<file path="src/rtl/full_subtractor.sv">
// rtl/full_subtractor.sv - registered N-bit ripple-borrow full subtractor
//
// Computes {bo, d} = a - b - c (unsigned) and registers it with one cycle latency.
// Ports:
//   clk       rising-edge clock
//   rst_n     synchronous active-low reset
//   in_valid  operands valid this cycle
//   a, b      minuend / subtrahend, WIDTH bits
//   c         borrow-in (weight 2^0)
//   out_valid registered result valid
//   d         registered difference
//   bo        registered borrow-out
//   bv        registered per-bit borrow vector (bv[WIDTH-1] == bo)
//   zero      registered flag: d == 0 and bo == 0
module full_subtractor #(
  parameter int WIDTH = 1
) (
  input  logic             clk,
  input  logic             rst_n,
  input  logic             in_valid,
  input  logic [WIDTH-1:0] a,
  input  logic [WIDTH-1:0] b,
  input  logic             c,
  output logic             out_valid,
  output logic [WIDTH-1:0] d,
  output logic             bo,
  output logic [WIDTH-1:0] bv,
  output logic             zero
);

  logic [WIDTH-1:0] d_next;
  logic [WIDTH-1:0] bv_next;
  logic             zero_next;
  logic             borrow;

  // Ripple the borrow through a scalar so the chain stays a single
  // combinational path without a self-referencing vector.
  always_comb begin
    d_next  = '0;
    bv_next = '0;
    borrow  = c;
    for (int i = 0; i < WIDTH; i++) begin
      d_next[i]  = a[i] ^ b[i] ^ borrow;
      bv_next[i] = (~a[i] & b[i]) | (~(a[i] ^ b[i]) & borrow);
      borrow     = bv_next[i];
    end
    zero_next = (d_next == '0) && !bv_next[WIDTH-1];
  end

  always_ff @(posedge clk) begin
    if (!rst_n) begin
      out_valid <= 1'b0;
      d         <= '0;
      bo        <= 1'b0;
      bv        <= '0;
      zero      <= 1'b0;
    end else if (in_valid) begin
      out_valid <= 1'b1;
      d         <= d_next;
      bo        <= bv_next[WIDTH-1];
      bv        <= bv_next;
      zero      <= zero_next;
    end else begin
      // Result registers hold; only the qualifier drops.
      out_valid <= 1'b0;
    end
  end

endmodule

</file>
<file path="config.mk">
export PLATFORM = sky130hd
export DESIGN_NAME = full_subtractor
export DESIGN_NICKNAME = d
export VERILOG_FILES = /design/src/rtl/full_subtractor.sv
export SDC_FILE = /design/constraint.sdc
export NUM_CORES = 1
export LEC_CHECK = 0
export CAP_MARGIN = 10
export CORE_AREA = 2 2 39 41
export DETAILED_ROUTE_END_ITERATION = 10
export DIE_AREA = 0 0 41 43
export SYNTH_ARGS = -nofsm -noshare
export SYNTH_HDL_FRONTEND = slang
export SYNTH_SLANG_ARGS = --single-unit
</file>
<file path="constraint.sdc">
create_clock -name clk -period 2.94 [get_ports clk]
set_input_delay 0.588 -clock clk [delete_from_list [all_inputs] [get_ports clk]]
set_output_delay 0.588 -clock clk [all_outputs]
set_load 0.02 [all_outputs]
</file>
==> summary.md, run 1 <==
| Metric | Value |
|---|---|
| Synth warn | `0` |
| Final non-filler cell area | `around 310 sq um` |
| Slew at the pin closest to its max-slew limit | `216.0 ps` |
| Core ar. | `0.001384 sq mm` |
| RSZ-0062 raised after global routing | `false` |
| Crit-path max FO | `3` |
| Levels on crit path | `1` |
| H-tree depth | `1` |
| Fill cells | `158` |
| Status | `finished clean` |
| Detailed Route Iter0 Violations | `3` |
| DR DRC count | `0` |
| Most frequent cells in the layout | `clkdlybuf4s50_1 (10), dfxtp_1 (4), clkbuf_4 (3)` |
| Root Buffer | `clkbuf_4` |
| Crit share post-route | `0.6045` |
| Peak supply drop | `0.1509 mV` |
| Post-CTS setup buffers | `0` |
| Die W | `41 microns` |
| Crit path kind | `reg2out` |
| Num CTS Buffers | `3` |
| CTS clock-pin slew for the worst setup and hold paths | `around 40 ps` |
| Slew HR | `0.8555` |
| Gpl congestion | `0.6704` |
| HP Class | `reg2reg` |
| Worst reg2reg setup slack | `2320 ps` |
| Vias after detailed routing | `~150` |
| Initial antenna violation count | `0` |
| Footprint of the multi-input gates | `between 70 and 80 sq um` |
| # clock sinks | `4` |
| Worst flop-to-flop path startpoint | `bv` |
| Leak | `0.1348 nW` |
| Clock tree buffer depth | `2` |
| Crit path to | `bo` |
| First-pass GRT wire length | `641 microns` |
| Cts hold-fix bufs | `0` |
| Total global routing overflow | `0` |
| ANT nets after route | `0` |
| Layout Nets | `37` |
| Hold Vio Cnt, Final | `0` |
| Setup crit start kind | `flip-flop` |
| Fin Hold WS | `474.3 ps` |
| R2R cell count | `1` |
| Worst-Skew Late Latency | `240 ps` |
| Routed WL per cell | `~8.2 microns` |
| Port buffer count | `10` |
| Crit-path cells | `clkdlybuf4s50_1` |
| Share of post-route cells with drive strength above 1 | `0.1429` |
| Reg area | `80.08 sq um` |
| FF-to-FF End | `bv` |
| Worst Setup SP | `bv` |
| Die area | `around 0.0018 sq mm` |
| Worst EP required | `2350 ps` |
| Synth-to-layout area growth | `78.26%` |
| Max-cap viol count | `0` |
| Placed cell area | `~290 sq um` |
| Vias/cell | `around 3.4` |
| Clk_skew | `0 ps` |
| Commonest non-fill, non-tap cell in the layout | `clkdlybuf4s50_1` |
| Setup TNS | `0 ps` |
| CP peak stage delay | `610 ps` |
| Max-slew violations | `0` |
| Vias in the first global route | `156` |
| Row count | `14` |
| Post-synthesis net count | `23` |
| N_diodes | `0` |
| Synthesis-stage register bit count | `4` |
| Post-synth top area cell | `dfxtp_1` |
| Drt first pass iters | `3` |
| Arrival time at the worst endpoint | `1190 ps` |
| Synth Instances | `16` |
| Avg Cell Area, Syn | `between 10 and 15 sq um` |
| CTS tree | `yes` |
| Leading post-synthesis cells by cell area | `dfxtp_1 (46%), fa_1 (12%), mux2i_1 (5.8%), o211a_1 (5.8%), nand4b_1 (5.1%)` |
| Synth cell types | `11` |
| Worst path bufs/invs | `1` |
| # IOs | `11` |
| Mapped Area | `approximately 170 sq um` |
| Max frequency | `0.5626 GHz` |
| Top Family by Delay on Critical Path | `buffers and inverters` |
| PwrDens | `roughly 530 mW/mm^2` |
| Initial core utilization | `0.1248` |
| Fin crit period | `1777 ps` |
| Top-area cell type share of the netlist area | `0.4638` |
| GRT Overall Usage | `0.06432` |
| Die Y | `43 microns` |
| Slowest stage cell on the critical path | `clkdlybuf4s50_1` |
| Register area share after synthesis | `0.4638` |
| Pin count of the biggest net entering global routing | `7` |
| # setup viols final | `0` |
| Capturing element type of the critical path | `primary output` |
| Resized cells post-CTS | `0` |
| Dpl hpwl | `270.8 microns` |
| Total Routed Length | `361 microns` |
[final cells by class]
cell class | count | share of cell area
inverter | 2 | 0.02439
tap | 16 | 0.06504
timing repair buffer | 10 | 0.3252
sequential | 4 | 0.2602
clock buffer | 3 | 0.07317
multi-input combinational | 9 | 0.2520
[sequential cells by signal, summed over array words and instances, names as in the netlist]
register,count
zero,1
out_valid,1
d,1
bv,1
[per-layer routing]
layer / GRT usage / routed length (microns) / vias up / part of all wire
li1: - / - / 75 / -
met1: 0.06452 / 158 / 69 / 0.44
met2: 0.06250 / 145 / 7 / 0.40
met3: 0.09424 / 57 / 0 / 0.16
met4: 0.04000 / 0 / 0 / 0
met5: 0 / 0 / - / 0
[power by group]
| group | switching (mW) | internal, mW |
|---|---|---|
| clock | 0.0241 | 0.0457 |
| combinational | 0.0139 | 0.0192 |
| sequential | 0.00207 | 0.0585 |
| total | 0.0401 | 0.124 |
[cells in the mapped netlist (all sizes together)]
master,n
o211a,1
nand3b,1
nand4b,1
buf,1
fa,1
nand2,2
inv,2
dfxtp,4
nor2b,1
mux2i,1
and2,1
[logic make-up after synthesis]
kind of cell               after synthesis  synth area share
buffers and inverters                    3           0.08699
DFF                                      4            0.4638
adders and majority gates                1            0.1159
and+or+nand+nor                          6            0.2175
AOI/OAI and AO/OA                        1           0.05797
muxes                                    1           0.05797
[stage by stage]
step | util | power [mW] | cells | setup WS [ps]
floorplan | - | 0.07697 | 16 | 1561
global placement | 0.2061 | 0.09466 | 41 | 1062
detailed placement | 0.2061 | 0.09484 | 41 | 1057
CTS | 0.2224 | 0.1663 | 44 | 1149
global route | 0.2224 | 0.1762 | 44 | 1097
finish | 0.2224 | 0.1636 | 44 | 1163
[how the worst min path moves through the flow]
stage / end / cells after the start / start
finish: zero / 2 / zero
floorplan: zero / 2 / zero
global placement: zero / 2 / zero
global route: zero / 2 / zero
CTS: zero / 2 / zero
detailed placement: zero / 2 / zero
Power figures use the tool's default switching activity.
==> run 2, diff against run 1 <==
Clock period 2.94 ns to 1.6 ns, I/O delays scaled along.
==> run 2 against run 1 <==
Compared with the run above:
- die area stayed put
- sequential cell count stayed put
- combinational power is 86% higher
- first-iteration DRC count is 67% higher
- non-clock buffer count stayed put
- wire length is 5.0% lower
- setup slack worse by 1100 ps
- clock skew stayed put
- final area stayed put
- highest routed layer unchanged
==> summary.md, run 2 (synthesized netlist as in run 1, its figures left out) <==
| Metric | Value |
|---|---|
| Max-cap viol count | `0 (unchanged)` |
| Row count | `14 (unchanged)` |
| Worst reg2reg setup slack | `990 ps (was 2320 ps)` |
| Worst EP required | `1280 ps (was 2350 ps)` |
| Total Routed Length | `343 microns (was 361 microns)` |
| Worst path bufs/invs | `1 (unchanged)` |
| Clk_skew | `0 ps (unchanged)` |
| Setup crit start kind | `flip-flop (unchanged)` |
| # clock sinks | `4 (unchanged)` |
| Pin count of the biggest net entering global routing | `7 (unchanged)` |
| Slew at the pin closest to its max-slew limit | `211.9 ps (was 216.0 ps)` |
| Max frequency | `roughly 0.67 GHz` |
| Vias in the first global route | `161 (was 156)` |
| Capturing element type of the critical path | `primary output (unchanged)` |
| Synth-to-layout area growth | `78.26% (unchanged)` |
| CTS tree | `yes (unchanged)` |
| Clock tree buffer depth | `2 (unchanged)` |
| Arrival time at the worst endpoint | `1180 ps (was 1190 ps)` |
| # IOs | `11 (unchanged)` |
| Gpl congestion | `0.6966 (was 0.6704)` |
| Crit path kind | `reg2out (unchanged)` |
| Max-slew violations | `0 (unchanged)` |
| Slew HR | `0.8583 (was 0.8555)` |
| Worst setup margin | `99.02 ps (was 1163 ps)` |
| Status | `finished clean (unchanged)` |
| Crit-path cells | `clkdlybuf4s50_1 (unchanged)` |
| Die W | `41 microns (unchanged)` |
| CP peak stage delay | `610 ps (about the same)` |
| Commonest non-fill, non-tap cell in the layout | `clkdlybuf4s50_1 (unchanged)` |
| Top Family by Delay on Critical Path | `buffers and inverters (unchanged)` |
| Vias after detailed routing | `144 (was 151)` |
| Layout Nets | `37 (unchanged)` |
| Fill cells | `157 (was 158)` |
| Resized cells post-CTS | `0 (unchanged)` |
| Fin crit period | `1501 ps` |
| N_diodes | `0 (unchanged)` |
| Fin Hold WS | `476.7 ps (was 474.3 ps)` |
| Final design utilization | `0.2224 (unchanged)` |
| Hold Vio Cnt, Final | `0 (unchanged)` |
| Footprint of the multi-input gates | `77.57 sq um (unchanged)` |
| Drt first pass iters | `3 (unchanged)` |
| Crit-path max FO | `3 (unchanged)` |
| Leak | `0.1348 nW (unchanged)` |
| Detailed Route Iter0 Violations | `5 (was 3)` |
| # setup viols final | `0 (unchanged)` |
| Die area | `0.001763 sq mm (unchanged)` |
| Post-CTS setup buffers | `0 (unchanged)` |
| DR DRC count | `0 (unchanged)` |
| First-pass GRT wire length | `634 microns (was 641 microns)` |
| Worst slack at placement | `-49.03 ps (was 1057 ps)` |
| Reg area | `80.08 sq um (unchanged)` |
| Share of post-route cells with drive strength above 1 | `0.1429 (unchanged)` |
| Crit share post-route | `0.9381` |
| Peak supply drop | `0.3400 mV (was 0.1509 mV)` |
| Core ar. | `0.001384 sq mm (unchanged)` |
| Root Buffer | `clkbuf_4 (unchanged)` |
| Slowest stage cell on the critical path | `clkdlybuf4s50_1 (unchanged)` |
| Initial core utilization | `0.1248 (unchanged)` |
| Vias/cell | `3.273 (was 3.432)` |
| PwrDens | `958.3 mW/mm^2 (was 531.5 mW/mm^2)` |
| Initial antenna violation count | `0 (unchanged)` |
| Most frequent cells in the layout | `clkdlybuf4s50_1 (10), dfxtp_1 (4), clkbuf_4 (3) (unchanged)` |
| CTS clock-pin slew for the worst setup and hold paths | `40 ps (about the same)` |
| Dpl hpwl | `283.3 microns (was 270.8 microns)` |
| H-tree depth | `1 (unchanged)` |
| Cts hold-fix bufs | `0 (unchanged)` |
| Num CTS Buffers | `3 (unchanged)` |
| RSZ-0062 raised after global routing | `false (unchanged)` |
| Die Y | `43 microns (unchanged)` |
| Total global routing overflow | `0 (unchanged)` |
| HP Class | `reg2reg (unchanged)` |
| Worst-Skew Late Latency | `230 ps (was 240 ps)` |
| GRT Overall Usage | `0.06124 (was 0.06432)` |
| Routed WL per cell | `7.795 microns (was 8.205 microns)` |
| ANT nets after route | `0 (unchanged)` |
| Port buffer count | `10 (unchanged)` |
run 2: final timing paths:
kind / from / end / depth (start not counted)
min reg2reg: zero / zero / 2
max reg2reg: bv / bv / 1
max: bv / bo / 1
min: zero / zero / 2
run 2: through the flow:
step	area, sq um	setup TNS (ps)	instances	power, mW
final	307.8	0	44	0.2949
after global routing	307.8	0	44	0.3216
after CTS	307.8	0	44	0.3045
after detailed placement	285.3	-80.87	41	0.1752
after global placement	285.3	-57.15	41	0.1750
after floorplan	172.7	0	16	0.1414
run 2: per-layer routing:
| metal | vias to the layer above | track usage | routed length (microns) |
|---|---|---|---|
| li1 | 76 | - | - |
| met1 | 60 | 0.05145 | 132 |
| met2 | 8 | 0.07500 | 154 |
| met3 | 0 | 0.09424 | 56 |
| met4 | 0 | 0.02000 | 0 |
| met5 | - | 0 | 0 |
run 2: cell type report:
cell class,count,area share
Multi-Input combinational cell,9,0.2520
Tap cell,16,0.06504
Timing Repair Buffer,10,0.3252
Clock buffer,3,0.07317
Inverter,2,0.02439
Sequential cell,4,0.2602
run 2: power breakdown:
part / switching, mW / internal (mW)
Combinational: 0.0260 / 0.0358
Clock: 0.0384 / 0.0837
Sequential: 0.00348 / 0.108
==> variant 1: new RTL, flow settings as in run 2 <==
Put one more register stage on the output `out_valid`, cleared by the reset. The value now appears one clock later. The other outputs are not delayed to match. Comments in the files are not updated.
--- a/src/rtl/full_subtractor.sv
+++ b/src/rtl/full_subtractor.sv
@@ -29,4 +29,6 @@
 );
 
+  logic out_valid_s0;
+
   logic [WIDTH-1:0] d_next;
   logic [WIDTH-1:0] bv_next;
@@ -50,5 +52,5 @@
   always_ff @(posedge clk) begin
     if (!rst_n) begin
-      out_valid <= 1'b0;
+      out_valid_s0 <= 1'b0;
       d         <= '0;
       bo        <= 1'b0;
@@ -56,5 +58,5 @@
       zero      <= 1'b0;
     end else if (in_valid) begin
-      out_valid <= 1'b1;
+      out_valid_s0 <= 1'b1;
       d         <= d_next;
       bo        <= bv_next[WIDTH-1];
@@ -63,5 +65,13 @@
     end else begin
       // Result registers hold; only the qualifier drops.
-      out_valid <= 1'b0;
+      out_valid_s0 <= 1'b0;
+    end
+  end
+
+  always_ff @(posedge clk) begin
+    if (!rst_n) begin
+      out_valid <= '0;
+    end else begin
+      out_valid <= out_valid_s0;
     end
   end
Check against the original RTL: not equivalent (Yosys sat finds a counterexample within 4 cycles, from zero or initial values and one cycle with rst_n low).
==> variant 1 against run 2 <==
Routed wire length is 6.1% higher. Maximum frequency is 1.3% lower. Global-route usage is 0.52 points higher. Sequential cell count is 1 higher. Die area stayed put. Cell area is 9.8% higher. Total power is 18% higher. Setup slack worse by 0.020 ns. Via count is 17% higher. Area after synthesis is 15% higher. Clock power is 22% higher. Critical path type unchanged. Largest power group unchanged.
==> variant 1: results (changes against run 2) <==
| Metric | Value |
|---|---|
| Place WS | -0.0199 ns (was -0.0490 ns) |
| Peak per-stage delay on the critical path | 0.61 ns (about the same) |
| Peak supply drop | 506 uV (was 340 uV) |
| Area contributors post-synth | dfxtp_1 (50%), fa_1 (10%), mux2i_1 (5.0%), o211a_1 (5.0%), nand4b_1 (4.4%) (was dfxtp_1 (46%), fa_1 (12%), mux2i_1 (5.8%), o211a_1 (5.8%), nand4b_1 (5.1%)) |
| Hold EP | out_valid$_SDFF_PN0_ (was zero$_SDFFE_PN0P_) |
| Critical Path AT | 1.20 ns (was 1.18 ns) |
| Synth Area in Adders | 10.1% (was 11.6%) |
| Final WL | 364 microns (was 343 microns) |
| R2r worst-path depth | 1 (unchanged) |
| Worst-Margin Slew | 0.216 ns (was 0.212 ns) |
| Synth async-reset ratio | 0% (unchanged) |
| Total GRT Usage | 6.64% (was 6.12%) |
| Post-synth cell types | 12 (was 11) |
| Met2 Use GR | 6.56% (was 7.50%) |
| Initial antenna violation count | 0 (unchanged) |
| First-pass GRT wire length | 662 microns (was 634 microns) |
| Clock buffer depth | 2 (unchanged) |
| FF-to-FF setup slack | 0.98 ns |
| Max Clock Skew | 0.00000780 ns (was 0 ns) |
| Drt first pass iters | 1 (was 3) |
| Synth Flop Type | dfxtp_1 (unchanged) |
| Initial drt markers | 0 (was 5) |
| Slowest-stage cell, CP | clkdlybuf4s50_1 (unchanged) |
| Startpoint Class | flip-flop (unchanged) |
| Fill cells | 149 (was 157) |
| Fin nets | 39 (was 37) |
| Maximum fanout along the worst path | 3 (unchanged) |
| Met1 capacity usage during global routing | 6.80% (was 5.14%) |
| Net count after synthesis | 25 (was 23) |
| Placed Cells | 43 (was 41) |
| Via-to-Cell Ratio | 3.60 (was 3.27) |
| Layout cells sized above 1 | 12.9% (was 14.3%) |
| Hold WS | 0.428 ns (was 0.477 ns) |
| Slack of the critical path | 0.0794 ns (was 0.0990 ns) |
| CTS root buffer | clkbuf_4 (unchanged) |
| Hold Crit Start | out_valid_s0$_SDFF_PN0_ (was zero$_SDFFE_PN0P_) |
| Lkg Pwr | 0.147 nW (was 0.135 nW) |
| Synth warn | 0 (unchanged) |
| Post-synthesis sequential area ratio | 50.3% (was 46.4%) |
| Mux cell area share after synthesis | 5.03% (was 5.80%) |
| Hold depth | 1 (was 2) |
| H-Tree Depth | 1 (unchanged) |
| DR vias | 169 (was 144) |
| Most frequent cells after synthesis | dfxtp_1 (5), inv_1 (2), nand2_1 (2) (was dfxtp_1 (4), inv_1 (2), nand2_1 (2)) |
| Compound-gate portion of the synthesized area | 5.03% (was 5.80%) |
| Final Wtd Congestion | 0.590 (was 0.697) |
| Post-DP Area | 312 sq um (was 285 sq um) |
| Status | finished clean (unchanged) |
| Reg area | 100 sq um (was 80.1 sq um) |
| Cells after Synth | 18 (was 16) |
-- variant 1: cell types whose count changed in the layout (fill, tap and decap cells not counted) --
cell | run 2 | this run
and2_1 | 0 | 1
clkbuf_1 | 0 | 1
dfxtp_1 | 4 | 5
-- variant 1: cell type report --
| class | instances | share of cell area (%) |
|---|---|---|
| clock buffers | 4 | 7.78 |
| well taps | 16 | 5.93 |
| multi-input cells | 10 | 24.8 |
| repair buffers | 10 | 29.6 |
| inverters | 2 | 2.22 |
| flip-flops and latches | 5 | 29.6 |
-- variant 1: layer usage --
layer / wire [microns] / share of wire (%)
met1: 138 / 38
met2: 160 / 44
met3: 65 / 18
met4: 0 / 0
met5: 0 / 0
-- variant 1: power breakdown --
part / switching [W] / internal [W] / total (W) / leakage, nW
registers: 0.00000359 / 0.000133 / 0.000137 / 0.0413
clock network: 0.0000548 / 0.0000945 / 0.000149 / 0.0150
logic: 0.0000254 / 0.0000353 / 0.0000607 / 0.0906
total: 0.0000838 / 0.000263 / 0.000347 / 0.147
==> variant 2: new RTL, config.mk and constraints of run 2 <==
Made on the original files. Register the inputs `in_valid`, `a`, `b` and `c` before use. The logic sees them one clock later. Comments in the files are not updated.
--- a/src/rtl/full_subtractor.sv
+++ b/src/rtl/full_subtractor.sv
@@ -29,4 +29,16 @@
 );
 
+  logic in_valid_q;
+  logic [WIDTH-1:0] a_q;
+  logic [WIDTH-1:0] b_q;
+  logic c_q;
+
+  always_ff @(posedge clk) begin
+    in_valid_q <= in_valid;
+    a_q        <= a;
+    b_q        <= b;
+    c_q        <= c;
+  end
+
   logic [WIDTH-1:0] d_next;
   logic [WIDTH-1:0] bv_next;
@@ -39,8 +51,8 @@
     d_next  = '0;
     bv_next = '0;
-    borrow  = c;
+    borrow  = c_q;
     for (int i = 0; i < WIDTH; i++) begin
-      d_next[i]  = a[i] ^ b[i] ^ borrow;
-      bv_next[i] = (~a[i] & b[i]) | (~(a[i] ^ b[i]) & borrow);
+      d_next[i]  = a_q[i] ^ b_q[i] ^ borrow;
+      bv_next[i] = (~a_q[i] & b_q[i]) | (~(a_q[i] ^ b_q[i]) & borrow);
       borrow     = bv_next[i];
     end
@@ -55,5 +67,5 @@
       bv        <= '0;
       zero      <= 1'b0;
-    end else if (in_valid) begin
+    end else if (in_valid_q) begin
       out_valid <= 1'b1;
       d         <= d_next;
Check against the original RTL: not equivalent (a bounded check fails within 4 cycles, from zero or initial values and one cycle with rst_n low).
==> variant 2 against run 2 <==
Setup slack got worse by 0.018 ns. Sequential power increased by 98%. Area after synthesis grew 46%. Combinational power fell by 4.5%. Register-to-register slack worse by 0.52 ns. Routed wire length increased by 12%. Sequential share of layout area up 15 points. Count of clock-buffer cells in the layout did not move. Total power increased by 45%. Cell area is 26% higher. Sequential cell count is 4 higher. Largest cell class is now flip-flops and latches.
==> variant 2: results (changes against run 2) <==
| Metric | Value |
|---|---|
| Met2 wire length | 122 microns (was 154 microns) |
| CTS Buf Count | 3 (unchanged) |
| Clock buffer depth | 2 (unchanged) |
| Fill cells | 148 (was 157) |
| Net count after synthesis | 27 (was 23) |
| Fin nets | 41 (was 37) |
| Most frequent cells after synthesis | dfxtp_1 (8), inv_1 (2), nand2_1 (2) (was dfxtp_1 (4), inv_1 (2), nand2_1 (2)) |
| Met3 Wirelength | 72 microns (was 56 microns) |
| Critical Path AT | 1.20 ns (was 1.18 ns) |
| # port buffers | 10 (unchanged) |
| R2r worst-path depth | 4 (was 1) |
| Wire per inst | 8.02 microns (was 7.80 microns) |
| Hold Crit Start | zero$_SDFFE_PN0P_ (unchanged) |
| Post-synthesis sequential area ratio | 63.4% (was 46.4%) |
| Post-CTS setup buffers | 0 (unchanged) |
| Place WS | 0.347 ns (was -0.0490 ns) |
| Compound-gate portion of the synthesized area | 3.96% (was 5.80%) |
| Largest net degree at the start of global routing | 7 (unchanged) |
| Final Wtd Congestion | 0.603 (was 0.697) |
| Peak supply drop | 345 uV (was 340 uV) |
| Met2 Use GR | 6.25% (was 7.50%) |
| Area contributors post-synth | dfxtp_1 (63%), fa_1 (7.9%), mux2i_1 (4.0%), o211a_1 (4.0%), nand4b_1 (3.5%) (was dfxtp_1 (46%), fa_1 (12%), mux2i_1 (5.8%), o211a_1 (5.8%), nand4b_1 (5.1%)) |
| Synth Area in Adders | 7.92% (was 11.6%) |
| Maximum fanout along the worst path | 3 (unchanged) |
| Max Clock Skew | 0.00224 ns (was 0 ns) |
| Cells after Synth | 20 (was 16) |
| Total GRT Usage | 7.38% (was 6.12%) |
| First-pass GRT wire length | 724 microns (was 634 microns) |
| Antenna diodes | 0 (unchanged) |
| Drt first pass iters | 1 (was 3) |
| DR vias | 176 (was 144) |
| Via-to-Cell Ratio | 3.67 (was 3.27) |
| Placed Cells | 45 (was 41) |
| Lkg Pwr | 0.169 nW (was 0.135 nW) |
| Reg2reg start | b_q$_DFF_P_ (was bv$_SDFFE_PN0P_) |
| Initial antenna violation count | 0 (unchanged) |
| Worst-Margin Slew | 0.212 ns (about the same) |
| DR top layer | met4 (was met3) |
| FF-to-FF setup slack | 0.47 ns (was 0.99 ns) |
| Peak Freq | 658 MHz (was 666 MHz) |
| Clock Latency Late Sink | 0.25 ns (was 0.23 ns) |
| Fin. max-slew vios | 0 (unchanged) |
| Layout cells sized above 1 | 12.5% (was 14.3%) |
| Sw frac | 22.1% (was 23.0%) |
| Met1 capacity usage during global routing | 8.55% (was 5.14%) |
| Post-Synth XOR/XNOR Area | 0% (unchanged) |
| Vias in the first global route | 162 (was 161) |
| Hold EP | zero$_SDFFE_PN0P_ (unchanged) |
| Status | finished clean (unchanged) |
| H-Tree Depth | 1 (unchanged) |
| Mux cell area share after synthesis | 3.96% (was 5.80%) |
| Initial drt markers | 0 (was 5) |
| Critical path's top delay family | buffers and inverters (unchanged) |
| RR Endpoint | zero$_SDFFE_PN0P_ (was bv$_SDFFE_PN0P_) |
| DRT met1 WL | 179 microns (was 132 microns) |
-- variant 2: how the worst max path moves through the flow --
| stage | from | endpoint | cells past startpoint |
|---|---|---|---|
| 2_1_floorplan | a_q$_DFF_P_ | zero$_SDFFE_PN0P_ | 3 |
| 3_3_place_gp | bv$_SDFFE_PN0P_ | bv | 1 |
| 3_5_place_dp | bv$_SDFFE_PN0P_ | bv | 1 |
| 4_1_cts | bv$_SDFFE_PN0P_ | bv | 1 |
| 5_1_grt | bv$_SDFFE_PN0P_ | bv | 1 |
| 6_report | bv$_SDFFE_PN0P_ | bv | 1 |
-- variant 2: per-stage QoR --
stage                     cell area (sq um)  util [%]  hold WS, ns
after floorplan                         253         -        0.348
after global placement                  365      26.4        0.465
after detailed placement                365      26.4        0.465
after CTS                               388      28.0        0.476
after global routing                    388      28.0        0.491
final                                   388      28.0        0.481
-- variant 2: power by group through the flow --
| stage | logic, W | clock network (W) | registers [W] |
|---|---|---|---|
| 5_1_grt | 0.0000657 | 0.000175 | 0.000221 |
| 3_3_place_gp | 0.0000584 | 0 | 0.000223 |
| 2_1_floorplan | 0.0000200 | 0 | 0.000231 |
| 3_5_place_dp | 0.0000593 | 0 | 0.000223 |
| 4_1_cts | 0.0000595 | 0.000157 | 0.000219 |
| 6_report | 0.0000590 | 0.000149 | 0.000220 |
-- variant 2: layout make-up --
type	instances	area (sq um)	share of cell area [%]
sequential	8	160	41.3
inverter	2	7.51	1.94
clock buffer	3	22.5	5.81
tap	16	20.0	5.16
timing repair buffer	10	100	25.8
multi-input combinational	9	77.6	20.0
-- variant 2: worst reg2reg max path, cell delays in order (launching register included) --
cell	delay [ns]
dfxtp_1	0.30
inv_1	0.05
fa_1	0.52
nand4b_1	0.11
nand2_1	0.05
